<file path="src/rtl/clk_count_mod.sv">
// clk_count_mod: up/down modulo counter for clock digits with clamped load and carry/borrow chaining.
// Define CLK_COUNT_MOD_BCD_EN to add registered bcd_tens/bcd_units digit outputs (requires MAX_VAL <= 99).
module clk_count_mod #(
    parameter int unsigned WIDTH   = 8,
    parameter int unsigned MIN_VAL = 0,
    parameter int unsigned MAX_VAL = 59,
    parameter bit          WRAP    = 1'b1
) (
    input  logic             CLK,
    input  logic             rst,
    input  logic             clr,
    input  logic             load,
    input  logic [WIDTH-1:0] load_val,
    input  logic             count_en,
    input  logic             count_dn,
    output logic [WIDTH-1:0] cnt,
    output logic             carry_out,
    output logic             borrow_out,
    output logic             at_bound,
    output logic             load_err
`ifdef CLK_COUNT_MOD_BCD_EN
    ,
    output logic [3:0]       bcd_tens,
    output logic [3:0]       bcd_units
`endif
);

    localparam logic [WIDTH-1:0] MIN_C = WIDTH'(MIN_VAL);
    localparam logic [WIDTH-1:0] MAX_C = WIDTH'(MAX_VAL);
    localparam logic [WIDTH-1:0] ONE_C = WIDTH'(1);

    if (MIN_VAL >= MAX_VAL) begin : g_bad_order
        $error("clk_count_mod: MIN_VAL must be below MAX_VAL");
    end
    if (64'(MAX_VAL) >= (64'd1 << WIDTH)) begin : g_bad_width
        $error("clk_count_mod: MAX_VAL does not fit in WIDTH bits");
    end

    logic [WIDTH-1:0] cnt_q, cnt_d;
    logic             at_bound_q, at_bound_d;
    logic             load_err_q, load_err_d;
    logic             at_max_s, at_min_s, step_s;
    logic             below_s, above_s;
    logic             carry_s, borrow_s;

    // Range checks drop out entirely when a bound coincides with the type limit.
    if (MIN_VAL == 0) begin : g_no_below
        assign below_s = 1'b0;
    end else begin : g_below
        assign below_s = (load_val < MIN_C);
    end
    if (64'(MAX_VAL) == ((64'd1 << WIDTH) - 64'd1)) begin : g_no_above
        assign above_s = 1'b0;
    end else begin : g_above
        assign above_s = (load_val > MAX_C);
    end

    // Bound detection and zero-latency chaining strobes.
    always_comb begin
        at_max_s = (cnt_q == MAX_C);
        at_min_s = (cnt_q == MIN_C);
        step_s   = count_en & ~clr & ~load & ~rst;
        carry_s  = step_s & ~count_dn & at_max_s & WRAP;
        borrow_s = step_s &  count_dn & at_min_s & WRAP;
    end

    // Next-state count with clr > load > count_en priority; rst is applied in the register block.
    always_comb begin
        cnt_d      = cnt_q;
        load_err_d = 1'b0;
        if (clr) begin
            cnt_d = MIN_C;
        end else if (load) begin
            if (above_s) begin
                cnt_d      = MAX_C;
                load_err_d = 1'b1;
            end else if (below_s) begin
                cnt_d      = MIN_C;
                load_err_d = 1'b1;
            end else begin
                cnt_d = load_val;
            end
        end else if (count_en) begin
            if (count_dn) begin
                if (!at_min_s) begin
                    cnt_d = cnt_q - ONE_C;
                end else if (WRAP) begin
                    cnt_d = MAX_C;
                end else begin
                    cnt_d = cnt_q;
                end
            end else begin
                if (!at_max_s) begin
                    cnt_d = cnt_q + ONE_C;
                end else if (WRAP) begin
                    cnt_d = MIN_C;
                end else begin
                    cnt_d = cnt_q;
                end
            end
        end else begin
            cnt_d = cnt_q;
        end
        at_bound_d = count_dn ? (cnt_d == MIN_C) : (cnt_d == MAX_C);
    end

    // State registers with synchronous reset.
    always_ff @(posedge CLK) begin
        if (rst) begin
            cnt_q      <= MIN_C;
            at_bound_q <= 1'b0;
            load_err_q <= 1'b0;
        end else begin
            cnt_q      <= cnt_d;
            at_bound_q <= at_bound_d;
            load_err_q <= load_err_d;
        end
    end

    assign cnt        = cnt_q;
    assign at_bound   = at_bound_q;
    assign load_err   = load_err_q;
    assign carry_out  = carry_s;
    assign borrow_out = borrow_s;

`ifdef CLK_COUNT_MOD_BCD_EN
    if (MAX_VAL > 99) begin : g_bad_bcd
        $error("clk_count_mod: BCD outputs need MAX_VAL <= 99");
    end

    // Double-dabble conversion of a 0..99 value into {tens, units}.
    function automatic logic [7:0] to_bcd(input logic [6:0] v);
        logic [14:0] sh;
        sh = {8'd0, v};
        for (int i = 0; i < 7; i++) begin
            if (sh[10:7] >= 4'd5) begin
                sh[10:7] = sh[10:7] + 4'd3;
            end else begin
                sh[10:7] = sh[10:7];
            end
            if (sh[14:11] >= 4'd5) begin
                sh[14:11] = sh[14:11] + 4'd3;
            end else begin
                sh[14:11] = sh[14:11];
            end
            sh = sh << 1;
        end
        return sh[14:7];
    endfunction

    localparam logic [7:0] MIN_BCD_C = to_bcd(7'(MIN_VAL));

    logic [7:0] bcd_q, bcd_d;

    // Digits are derived from the next-state count so they stay aligned with cnt.
    always_comb begin
        bcd_d = to_bcd(7'(cnt_d));
    end

    // BCD digit register.
    always_ff @(posedge CLK) begin
        if (rst) begin
            bcd_q <= MIN_BCD_C;
        end else begin
            bcd_q <= bcd_d;
        end
    end

    assign bcd_tens  = bcd_q[7:4];
    assign bcd_units = bcd_q[3:0];
`endif

endmodule

</file>
<file path="config.mk">
export PLATFORM = sky130hd
export DESIGN_NAME = clk_count_mod
export DESIGN_NICKNAME = d
export VERILOG_FILES = /design/src/rtl/clk_count_mod.sv
export SDC_FILE = /design/constraint.sdc
export NUM_CORES = 1
export LEC_CHECK = 0
export BUFFER_PORTS_ARGS = -buffer_cell sky130_fd_sc_hd__clkbuf_2
export CAP_MARGIN = 20
export CORE_MARGIN = 2
export CORE_UTILIZATION = 54
export DETAILED_ROUTE_END_ITERATION = 10
export MAX_ROUTING_LAYER = met4
export PLACE_DENSITY = 0.8
export SKIP_LAST_GASP = 1
export SYNTH_ARGS = -nofsm -noshare
export SYNTH_HDL_FRONTEND = slang
export SYNTH_SLANG_ARGS = --single-unit
export TNS_END_PERCENT = 10
</file>
<file path="constraint.sdc">
create_clock -name CLK -period 6.6 [get_ports CLK]
set_input_delay 0.99 -clock CLK [delete_from_list [all_inputs] [get_ports CLK]]
set_output_delay 0.99 -clock CLK [all_outputs]
set_load 0.03 [all_outputs]
</file>
==> flow_metrics.py, run 1 <==
metrics = {
    "global_route": {
        "grt_pass1_wl_um": 3820,
        "antenna_found_initial": 0,
        "track_usage": 0.269,
        "grt_pass1_vias": 923,
        "grt_max_degree": 14,
        "grt_overflow": 0,
    },
    "synthesis": {
        "synth_edf_count": 0,
        "ys_types": 44,
        "synth_top_family_by_area": "simple AND/OR/NAND/NOR gates",
        "netlist.top_cell.by_area": "dfxtp_1",
        "yosysSeqAreaShare": 0.231,
        "synth_compound_area_frac": 0.269,
        "synth_fa_ha_area_frac": 0.0289,
        "async_flop_share": 0,
        "avgSynthCellArea_sq_um": 7.16,
        "synth.top_cell.area_share": 0.231,
        "synth.area.top_cells": "dfxtp_1 23%, nor2_1 9.1%, a21oi_1 5.8%",
        "ys.flop_type": "dfxtp_1",
        "synth_xor_area_frac": 0.0101,
        "synth_fp_nets": 137,
        "syn_area_sq_um": 866,
        "syn_inst": 121,
        "ys_ff_latch": 10,
        "yosys_warnings": 0,
        "synth.most_common_cell": "nor2_1",
        "synth_common_cells": "21 x nor2_1, 10 x a21oi_1, 10 x dfxtp_1, 10 x nand2_1, 6 x o21ai_0",
        "synth-simple-area-share": 0.400,
        "synth_mux_area_frac": 0.0130,
    },
    "outcome": {
        "status": "finished clean",
    },
    "floorplan": {
        "coreArea_sq_um": 1510,
        "die_area_sq_um": 1940,
        "start_util": 0.575,
        "die_w_um": 44.0,
        "fp.dieH_um": 44.0,
        "rows": 14,
        "ios": 26,
    },
    "pwr": {
        "power.density_nw_per_um2": 152,
        "seqPwrFrac": 0.443,
        "vdd_drop_max_mv": 0.129,
        "fin_total_pwr_mw": 0.154,
        "p_switching_mw": 0.0512,
        "swShare": 0.332,
        "leakagePower_nw": 0.427,
        "p_int_mw": 0.103,
        "combPwrFrac": 0.314,
        "clock_power_share": 0.243,
    },
    "critical_path": {
        "start_kind": "input pin",
        "endpoint_kind": "output pin",
        "cp_slowest_cell": "nand4b_1",
        "crit_top_cell": "clkbuf_2",
        "critPathKind": "in2out",
        "critPathMaxStageDelay_ns": 0.31,
        "cp.required_ns": 5.61,
        "path_cells": "clkbuf_2 -> nand2b_1 -> nand4b_1 -> nor2_1 -> clkbuf_2",
        "crit_fanout": 12,
        "r2r_slack_ns": 3.93,
        "crit_arrival_ns": 2.11,
    },
    "clocking": {
        "tritoncts": "built",
        "path_clk_slew_ns": 0.05,
        "clk_latency_ns": 0.25,
        "cts_buffers": 3,
        "cts_setup_buffers": 0,
        "htreeDepth": 1,
        "cts_resized": 0,
        "clock-sinks": 10,
        "cts_buffer_depth": 2,
        "postCtsHoldBufs": 0,
        "cts_root_buffer": "clkbuf_4",
    },
    "flow_run": {
        "maxCapViolCount": 0,
    },
    "placement": {
        "place_ws_ns": 3.52,
        "postPlaceCellArea_sq_um": 992,
        "gp_congestion": 0.948,
        "io_buffers": 25,
        "dpl.hpwl_um": 1780,
    },
    "drt": {
        "drt_iter0_drc": 28,
        "ant_nets": 0,
        "wl_per_cell_um": 14.7,
        "vias": 1020,
        "drc": 0,
        "dr.pass1.iters": 4,
        "wirelength_um": 2350,
        "routed_via_density": 6.38,
    },
    "sta": {
        "max_freq_mhz": 323,
        "skew_ns": 0.00406,
        "drv_slew": 0,
        "period_needed_ns": 3.10,
        "maxSlewHeadroom": 0.676,
        "tightest_slew_ns": 0.474,
        "setup_viol": 0,
        "fin_tns_setup_ns": 0,
        "period_share": 0.469,
        "fin_ws_ns": 3.50,
        "rsz0062_at_grt": "no",
        "finalHoldViolations": 0,
    },
    "cells_and_area": {
        "diodes": 0,
        "final_area_sq_um": 1010,
        "drive_above_1_share": 0.229,
        "area_growth_pct": 17.2,
        "fin_nets": 162,
    },
    "hold_path": {
        "hp-class": "reg2reg",
    },
}
## routing by layer
layer / vias up / track usage / wire, um / share of wire
li1: 498 / - / - / -
met1: 478 / 0.317 / 1050 / 0.45
met2: 40 / 0.456 / 1170 / 0.50
met3: 4 / 0.0490 / 117 / 0.050
met4: 0 / 0.0970 / 19 / 0.0081
met5: - / - / 0 / 0
## per-stage QoR
stage,util,hold slack [ns],cells
CTS,0.674,0.708,160
detailed placement,0.659,0.696,157
floorplan,-,0.756,121
finish,0.674,0.698,160
global placement,0.659,0.687,157
global route,0.674,0.765,160
## power groups by stage
stage / clock (mW) / sequential (mW) / combinational (mW)
6_report: 0.0375 / 0.0683 / 0.0483
2_1_floorplan: 0 / 0.0721 / 0.0308
3_5_place_dp: 0 / 0.0694 / 0.0474
4_1_cts: 0.0388 / 0.0681 / 0.0477
5_1_grt: 0.0422 / 0.0686 / 0.0532
3_3_place_gp: 0 / 0.0692 / 0.0465
## final cells by class
class	count	area, sq um
Sequential cell	10	200
Inverter	6	22.5
Multi-Input combinational cell	100	624
Fill cell	135	492
Timing Repair Buffer	25	125
Tap cell	16	20.0
Clock buffer	3	22.5
## placed cells by master, fill, tap and decap left out, types with 2 or more instances in the layout
| master | Yosys | routed |
|---|---|---|
| a2111oi_0 | 2 | 2 |
| a211o_1 | 2 | 2 |
| a211oi_1 | 3 | 3 |
| a21oi_1 | 10 | 10 |
| a31oi_1 | 2 | 2 |
| and2_1 | 2 | 2 |
| and4_1 | 2 | 2 |
| clkbuf_2 | 0 | 25 |
| clkbuf_4 | 0 | 3 |
| dfxtp_1 | 10 | 10 |
| ha_1 | 2 | 2 |
| inv_1 | 5 | 5 |
| nand2_1 | 10 | 10 |
| nand3_1 | 3 | 3 |
| nor2_1 | 21 | 21 |
| nor2b_1 | 2 | 2 |
| nor3_1 | 4 | 4 |
| nor3b_1 | 2 | 2 |
| o21ai_0 | 6 | 6 |
| o31ai_1 | 2 | 2 |
| or4_4 | 2 | 2 |
## worst paths after layout
check	start	endpoint	depth (start not counted)
setup / recovery	count_dn	carry_out	5
hold / removal	cnt[6]$_SDFF_PP0_	cnt[6]$_SDFF_PP0_	4
setup reg to reg	cnt[3]$_SDFF_PP0_	at_bound$_SDFF_PP0_	7
hold reg to reg	cnt[6]$_SDFF_PP0_	cnt[6]$_SDFF_PP0_	4
## critical path: cells and delay by family
kind | cells | cell delay (ns)
AND/OR/NAND/NOR | 3 | 0.72
buffers and inverters | 2 | 0.40
## kinds of logic (layout without fill, tap and decap cells)
kind of cell	count (synthesis)	count (layout)
muxes	1	1
buffers and inverters	11	34
DFF	10	10
AOI/OAI and AO/OA	35	35
xor gates and xnor gates	1	1
adders and majority gates	2	2
and+or+nand+nor	61	61
## sequential cells by signal, summed over array words and instances, names as in the netlist
signal / cells
load_err: 1
cnt: 8
at_bound: 1
Power figures use the tool's default switching activity.
==> run 2: changes to the inputs <==
--- a/config.mk
+++ b/config.mk
@@ -5,13 +5,14 @@
 export SDC_FILE = /design/constraint.sdc
 export NUM_CORES = 1
 export LEC_CHECK = 0
+export ABC_AREA = 1
 export BUFFER_PORTS_ARGS = -buffer_cell sky130_fd_sc_hd__clkbuf_2
 export CAP_MARGIN = 20
 export CORE_MARGIN = 2
-export CORE_UTILIZATION = 54
+export CORE_UTILIZATION = 47
 export DETAILED_ROUTE_END_ITERATION = 10
 export MAX_ROUTING_LAYER = met4
-export PLACE_DENSITY = 0.8
+export PLACE_DENSITY = 0.71
 export SKIP_LAST_GASP = 1
 export SYNTH_ARGS = -nofsm -noshare
 export SYNTH_HDL_FRONTEND = slang
==> constraint.sdc (replaced) <==
create_clock -name CLK -period 2.6 [get_ports CLK]
set_input_delay 0.39 -clock CLK [delete_from_list [all_inputs] [get_ports CLK]]
set_output_delay 0.39 -clock CLK [all_outputs]
set_load 0.03 [all_outputs]
==> run 2 against run 1 <==
- register-to-register slack got worse by 3.3 ns
- synthesized cell count rose by 59%
- synthesized area rose by 22%
- final area rose by 18%
- critical path depth rose by 1
- sequential share of layout area fell by 3.0 points
- first-iteration DRC count fell by 29%
- combinational power rose to 3.3 times the previous value
- clock skew rose by 0.0013 ns
- die area rose by 36%
- via count rose by 20%
- sequential cell count did not move
- largest power group unchanged
- highest routed layer unchanged
==> flow_metrics.py, run 2 <==
metrics = {
    "placement": {
        "io_buffers": 25,
        "dp.cells": 238,
        "gp_congestion": 0.960,
        "dpl.hpwl_um": 2240,
    },
    "sta": {
        "hold_ws_ns": 0.342,
        "skew_ns": 0.00537,
        "max_freq_mhz": 457,
        "setup_viol": 0,
        "period_needed_ns": 2.19,
        "fin_tns_setup_ns": 0,
        "drv_slew": 0,
        "period_share": 0.842,
        "maxSlewHeadroom": 0.670,
        "rsz0062_at_grt": "no",
        "finalHoldViolations": 0,
        "tightest_slew_ns": 0.494,
    },
    "pwr": {
        "power.density_nw_per_um2": 392,
        "vdd_drop_max_mv": 0.370,
        "leakagePower_nw": 0.656,
    },
    "synthesis": {
        "avgSynthCellArea_sq_um": 5.51,
        "synth.most_common_cell": "nand2_1",
        "synth_edf_count": 0,
        "synth_common_cells": "61 x nand2_1, 26 x nor2_1, 22 x inv_1",
        "syn_inst": 192,
        "netlist.top_cell.by_area": "nand2_1",
        "synth.top_cell.area_share": 0.217,
        "async_flop_share": 0,
        "yosysSeqAreaShare": 0.189,
        "synth_fp_nets": 208,
        "yosys_warnings": 0,
        "ys_types": 25,
        "ys.flop_type": "dfxtp_1",
        "synth.area.top_cells": "nand2_1 22%, dfxtp_1 19%, nand3_1 9.9%",
        "ys_ff_latch": 10,
        "syn_area_sq_um": 1060,
    },
    "clocking": {
        "clock-sinks": 10,
        "cts_setup_buffers": 0,
        "cts_buffer_depth": 2,
        "cts_root_buffer": "clkbuf_4",
        "clk_latency_ns": 0.26,
        "cts_buffers": 3,
        "cts_resized": 0,
        "postCtsHoldBufs": 0,
        "path_clk_slew_ns": 0.06,
        "tritoncts": "built",
        "htreeDepth": 1,
    },
    "flow_run": {
        "maxCapViolCount": 0,
    },
    "cells_and_area": {
        "drive_above_1_share": 0.220,
        "largest_reg_flops": 8,
        "fin_nets": 231,
        "diodes": 0,
        "fin_util": 0.552,
        "layout.cells.non_filler": 242,
        "layout_common_cells": "61 x nand2_1, 26 x nor2_1, 25 x clkbuf_2",
        "area_growth_pct": 13.4,
        "layout_commonest_cell": "nand2_1",
    },
    "global_route": {
        "grtUsageMet1": 0.287,
        "grt_max_degree": 13,
        "grt_pass1_vias": 1137,
        "gr-usage-met2": 0.438,
        "grt_overflow": 0,
        "gr-usage-met3": 0.0351,
        "grt_pass1_wl_um": 4830,
        "track_usage": 0.245,
        "busiest_layer": "met2",
        "antenna_found_initial": 0,
    },
    "critical_path": {
        "crit_fanout": 9,
        "cp.required_ns": 2.21,
        "endpoint_kind": "output pin",
        "critPathKind": "reg2out",
        "start_kind": "flop",
        "crit_arrival_ns": 1.80,
    },
    "floorplan": {
        "start_util": 0.487,
        "die_w_um": 51.4,
        "coreArea_sq_um": 2170,
        "fp.dieH_um": 51.4,
        "rows": 17,
        "ios": 26,
        "die_area_sq_um": 2650,
    },
    "drt": {
        "drc": 0,
        "ant_nets": 0,
        "wl_per_cell_um": 11.4,
        "wirelength_um": 2770,
        "dr.pass1.iters": 4,
        "drt_iter0_drc": 20,
        "routed_via_density": 5.04,
        "vias": 1220,
    },
    "hold_path": {
        "hp-class": "in2reg",
    },
    "outcome": {
        "status": "finished clean",
    },
}
## run 2: stage by stage
step	total power [mW]	setup slack, ns	area (sq um)
after floorplan	0.301	0.576	1060
after global placement	0.336	0.729	1160
after detailed placement	0.337	0.696	1160
after CTS	0.474	0.415	1200
after global routing	0.511	0.246	1200
final	0.470	0.410	1200
## run 2: path summary, 6_finish.rpt
kind | from | endpoint | slack (ns) | cells after the start
max | cnt[0]$_SDFF_PP0_ | carry_out | 0.41 | 6
min | clr | load_err$_SDFF_PP0_ | 0.34 | 2
max reg2reg | cnt[0]$_SDFF_PP0_ | at_bound$_SDFF_PP0_ | 0.66 | 13
min reg2reg | cnt[7]$_SDFF_PP0_ | cnt[7]$_SDFF_PP0_ | 0.70 | 4
## run 2: where the power goes
| group | total [mW] | switching [mW] | leakage, nW | internal, mW |
|---|---|---|---|---|
| Clock | 0.135 | 0.0500 | 0.0210 | 0.0849 |
| Sequential | 0.178 | 0.0175 | 0.0820 | 0.161 |
| Combinational | 0.157 | 0.102 | 0.553 | 0.0550 |
| Total | 0.470 | 0.169 | 0.656 | 0.300 |
## run 2: per-layer routing
metal | vias to the layer above | routed length (um)
li1 | 649 | -
met1 | 536 | 1230
met2 | 33 | 1400
met3 | 2 | 116
met4 | 0 | 20
met5 | - | 0
## run 2: cell type report
type                    instances  area (sq um)
clock buffers                   4          36.3
fillers                       243           971
inverters                      23          86.3
multi-input cells             152           716
flip-flops and latches         10           200
well taps                      28          35.0
repair buffers                 25           125
## run 2: critical path, stage by stage (launching register included)
cell	delay, ns
dfxtp_1	0.49
ha_1	0.32
nand2_1	0.08
nor2_1	0.19
nand3_2	0.14
nor2_1	0.11
clkbuf_2	0.21
## run 2: kinds of logic (layout without fill, tap and decap cells)
group           after synthesis  in the layout  share of synthesized area
buf+inv                      30             52                      0.134
xor+xnor                      2              2                     0.0166
flops                        10             10                      0.189
compound gates               17             17                     0.0864
fa+ha+maj                     2              2                     0.0237
simple gates                131            131                      0.550
==> run 3: changes to the inputs <==
--- a/config.mk
+++ b/config.mk
@@ -9,10 +9,10 @@
 export BUFFER_PORTS_ARGS = -buffer_cell sky130_fd_sc_hd__clkbuf_2
 export CAP_MARGIN = 20
 export CORE_MARGIN = 2
-export CORE_UTILIZATION = 47
+export CORE_UTILIZATION = 53
 export DETAILED_ROUTE_END_ITERATION = 10
 export MAX_ROUTING_LAYER = met4
-export PLACE_DENSITY = 0.71
+export PLACE_DENSITY = 0.76
 export SKIP_LAST_GASP = 1
 export SYNTH_ARGS = -nofsm -noshare
 export SYNTH_HDL_FRONTEND = slang
==> constraint.sdc (replaced) <==
create_clock -name CLK -period 2.1 [get_ports CLK]
set_input_delay 0.315 -clock CLK [delete_from_list [all_inputs] [get_ports CLK]]
set_output_delay 0.315 -clock CLK [all_outputs]
set_load 0.03 [all_outputs]
==> run 3 against run 2 <==
- die area is 10% lower
- largest power group unchanged
- sequential cell count stayed put
- worst setup slack worse by 0.31 ns
- first-iteration DRC count is 15% higher
- clock skew is 0.00092 ns lower
==> flow_metrics.py, run 3 (same netlist as run 2, synthesis figures left out) <==
metrics = {
    "outcome": {
        "status": "finished clean",
    },
    "sta": {
        "tightest_slew_ns": 0.450,
        "rsz0062_at_grt": "no",
        "drv_slew": 0,
        "setup_viol": 0,
        "period_needed_ns": 2.00,
        "fin_tns_setup_ns": 0,
        "maxSlewHeadroom": 0.699,
        "skew_ns": 0.00445,
        "finalHoldViolations": 0,
        "max_freq_mhz": 499,
        "hold_ws_ns": 0.252,
        "period_share": 0.953,
        "fin_ws_ns": 0.0977,
    },
    "cells_and_area": {
        "multi_input_area_sq_um": 718,
        "layout_common_cells": "61 x nand2_1, 26 x nor2_1, 25 x clkbuf_2",
        "largest_reg_flops": 8,
        "fin_nets": 231,
        "layout_commonest_cell": "nand2_1",
        "area_growth_pct": 13.7,
        "diodes": 0,
        "fillers": 206,
        "drive_above_1_share": 0.234,
        "ff_latch_area_sq_um": 203,
    },
    "clocking": {
        "clk_latency_ns": 0.26,
        "cts_root_buffer": "clkbuf_4",
        "cts_setup_buffers": 0,
        "path_clk_slew_ns": 0.07,
        "clock-sinks": 10,
        "cts_buffers": 3,
        "htreeDepth": 1,
        "cts_buffer_depth": 2,
        "tritoncts": "built",
    },
    "placement": {
        "io_buffers": 25,
        "place_ws_ns": 0.181,
        "gp_congestion": 0.989,
        "dpl.hpwl_um": 2240,
    },
    "critical_path": {
        "start_kind": "flop",
        "endpoint_kind": "output pin",
        "crit_fanout": 9,
        "critPathKind": "reg2out",
        "crit_arrival_ns": 1.69,
        "cp.required_ns": 1.78,
    },
    "global_route": {
        "grt_max_degree": 13,
        "track_usage": 0.253,
        "antenna_found_initial": 0,
        "grt_pass1_vias": 1212,
        "grt_overflow": 0,
        "grt_pass1_wl_um": 4700,
    },
    "pwr": {
        "vdd_drop_max_mv": 0.414,
        "power.density_nw_per_um2": 488,
        "leakagePower_nw": 0.655,
    },
    "drt": {
        "dr.pass1.iters": 4,
        "drt_iter0_drc": 23,
        "ant_nets": 0,
        "vias": 1244,
        "drc": 0,
        "wl_per_cell_um": 11.3,
        "wirelength_um": 2720,
        "routed_via_density": 5.16,
    },
    "floorplan": {
        "start_util": 0.550,
        "fp.dieH_um": 48.7,
        "die_w_um": 48.7,
        "die_area_sq_um": 2370,
        "coreArea_sq_um": 1920,
        "ios": 26,
        "rows": 16,
    },
    "hold_path": {
        "hp-class": "in2reg",
    },
    "flow_run": {
        "maxCapViolCount": 0,
    },
}
## run 3: cell count changes in the layout (fill, tap and decap cells not counted)
cell	before	now
dfxtp_1	10	8
dfxtp_2	0	2
ha_1	2	1
ha_2	0	1
## run 3: metal layers
layer  GRT usage  vias up  wire length (um)
met1       0.261      549              1170
met3      0.0216        8                94
met2       0.479       35              1400
met4       0.119        0                59
met5           -        -                 0
li1            -      652                 -
## run 3: final cells by class
cell class / instances / share of cell area
multi-input cells: 152 / 0.597
flip-flops and latches: 10 / 0.169
repair buffers: 25 / 0.104
inverters: 23 / 0.0718
clock buffers: 4 / 0.0302
well taps: 27 / 0.0281
## run 3: per-stage QoR
| stage | area [sq um] | cells | total power [mW] | utilization |
|---|---|---|---|---|
| after floorplan | 1060 | 192 | 0.373 | - |
| after global placement | 1160 | 237 | 0.414 | 0.604 |
| after detailed placement | 1160 | 237 | 0.417 | 0.604 |
| after CTS | 1200 | 241 | 0.589 | 0.623 |
| after global routing | 1200 | 241 | 0.626 | 0.626 |
| final | 1200 | 241 | 0.587 | 0.626 |
## run 3: final timing paths
| path | start | end | slack, ns | cells after the start |
|---|---|---|---|---|
| setup / recovery | cnt[0]$_SDFF_PP0_ | borrow_out | 0.1 | 7 |
| setup reg to reg | cnt[0]$_SDFF_PP0_ | at_bound$_SDFF_PP0_ | 0.26 | 11 |
| hold / removal | clr | load_err$_SDFF_PP0_ | 0.25 | 2 |
| hold reg to reg | cnt[7]$_SDFF_PP0_ | cnt[7]$_SDFF_PP0_ | 0.68 | 4 |
## run 3: timing repair
item                                    CTS  global route
resized for setup                         0             3
hold buffers                              0             0
endpoints found under the setup margin    0             3
## run 3: worst max-delay path, cell delays in order (launching register included)
cell	delay [ns]
dfxtp_2	0.37
inv_1	0.15
ha_2	0.25
nand2_2	0.10
nor2_4	0.17
nand2_2	0.07
nor2_1	0.10
clkbuf_2	0.22
## run 3: report_power, final
group          leakage (nW)  total (mW)  internal (mW)  switching [mW]
combinational         0.552       0.196         0.0686           0.128
sequential           0.0827       0.219          0.199          0.0202
clock                0.0210       0.172          0.105          0.0664
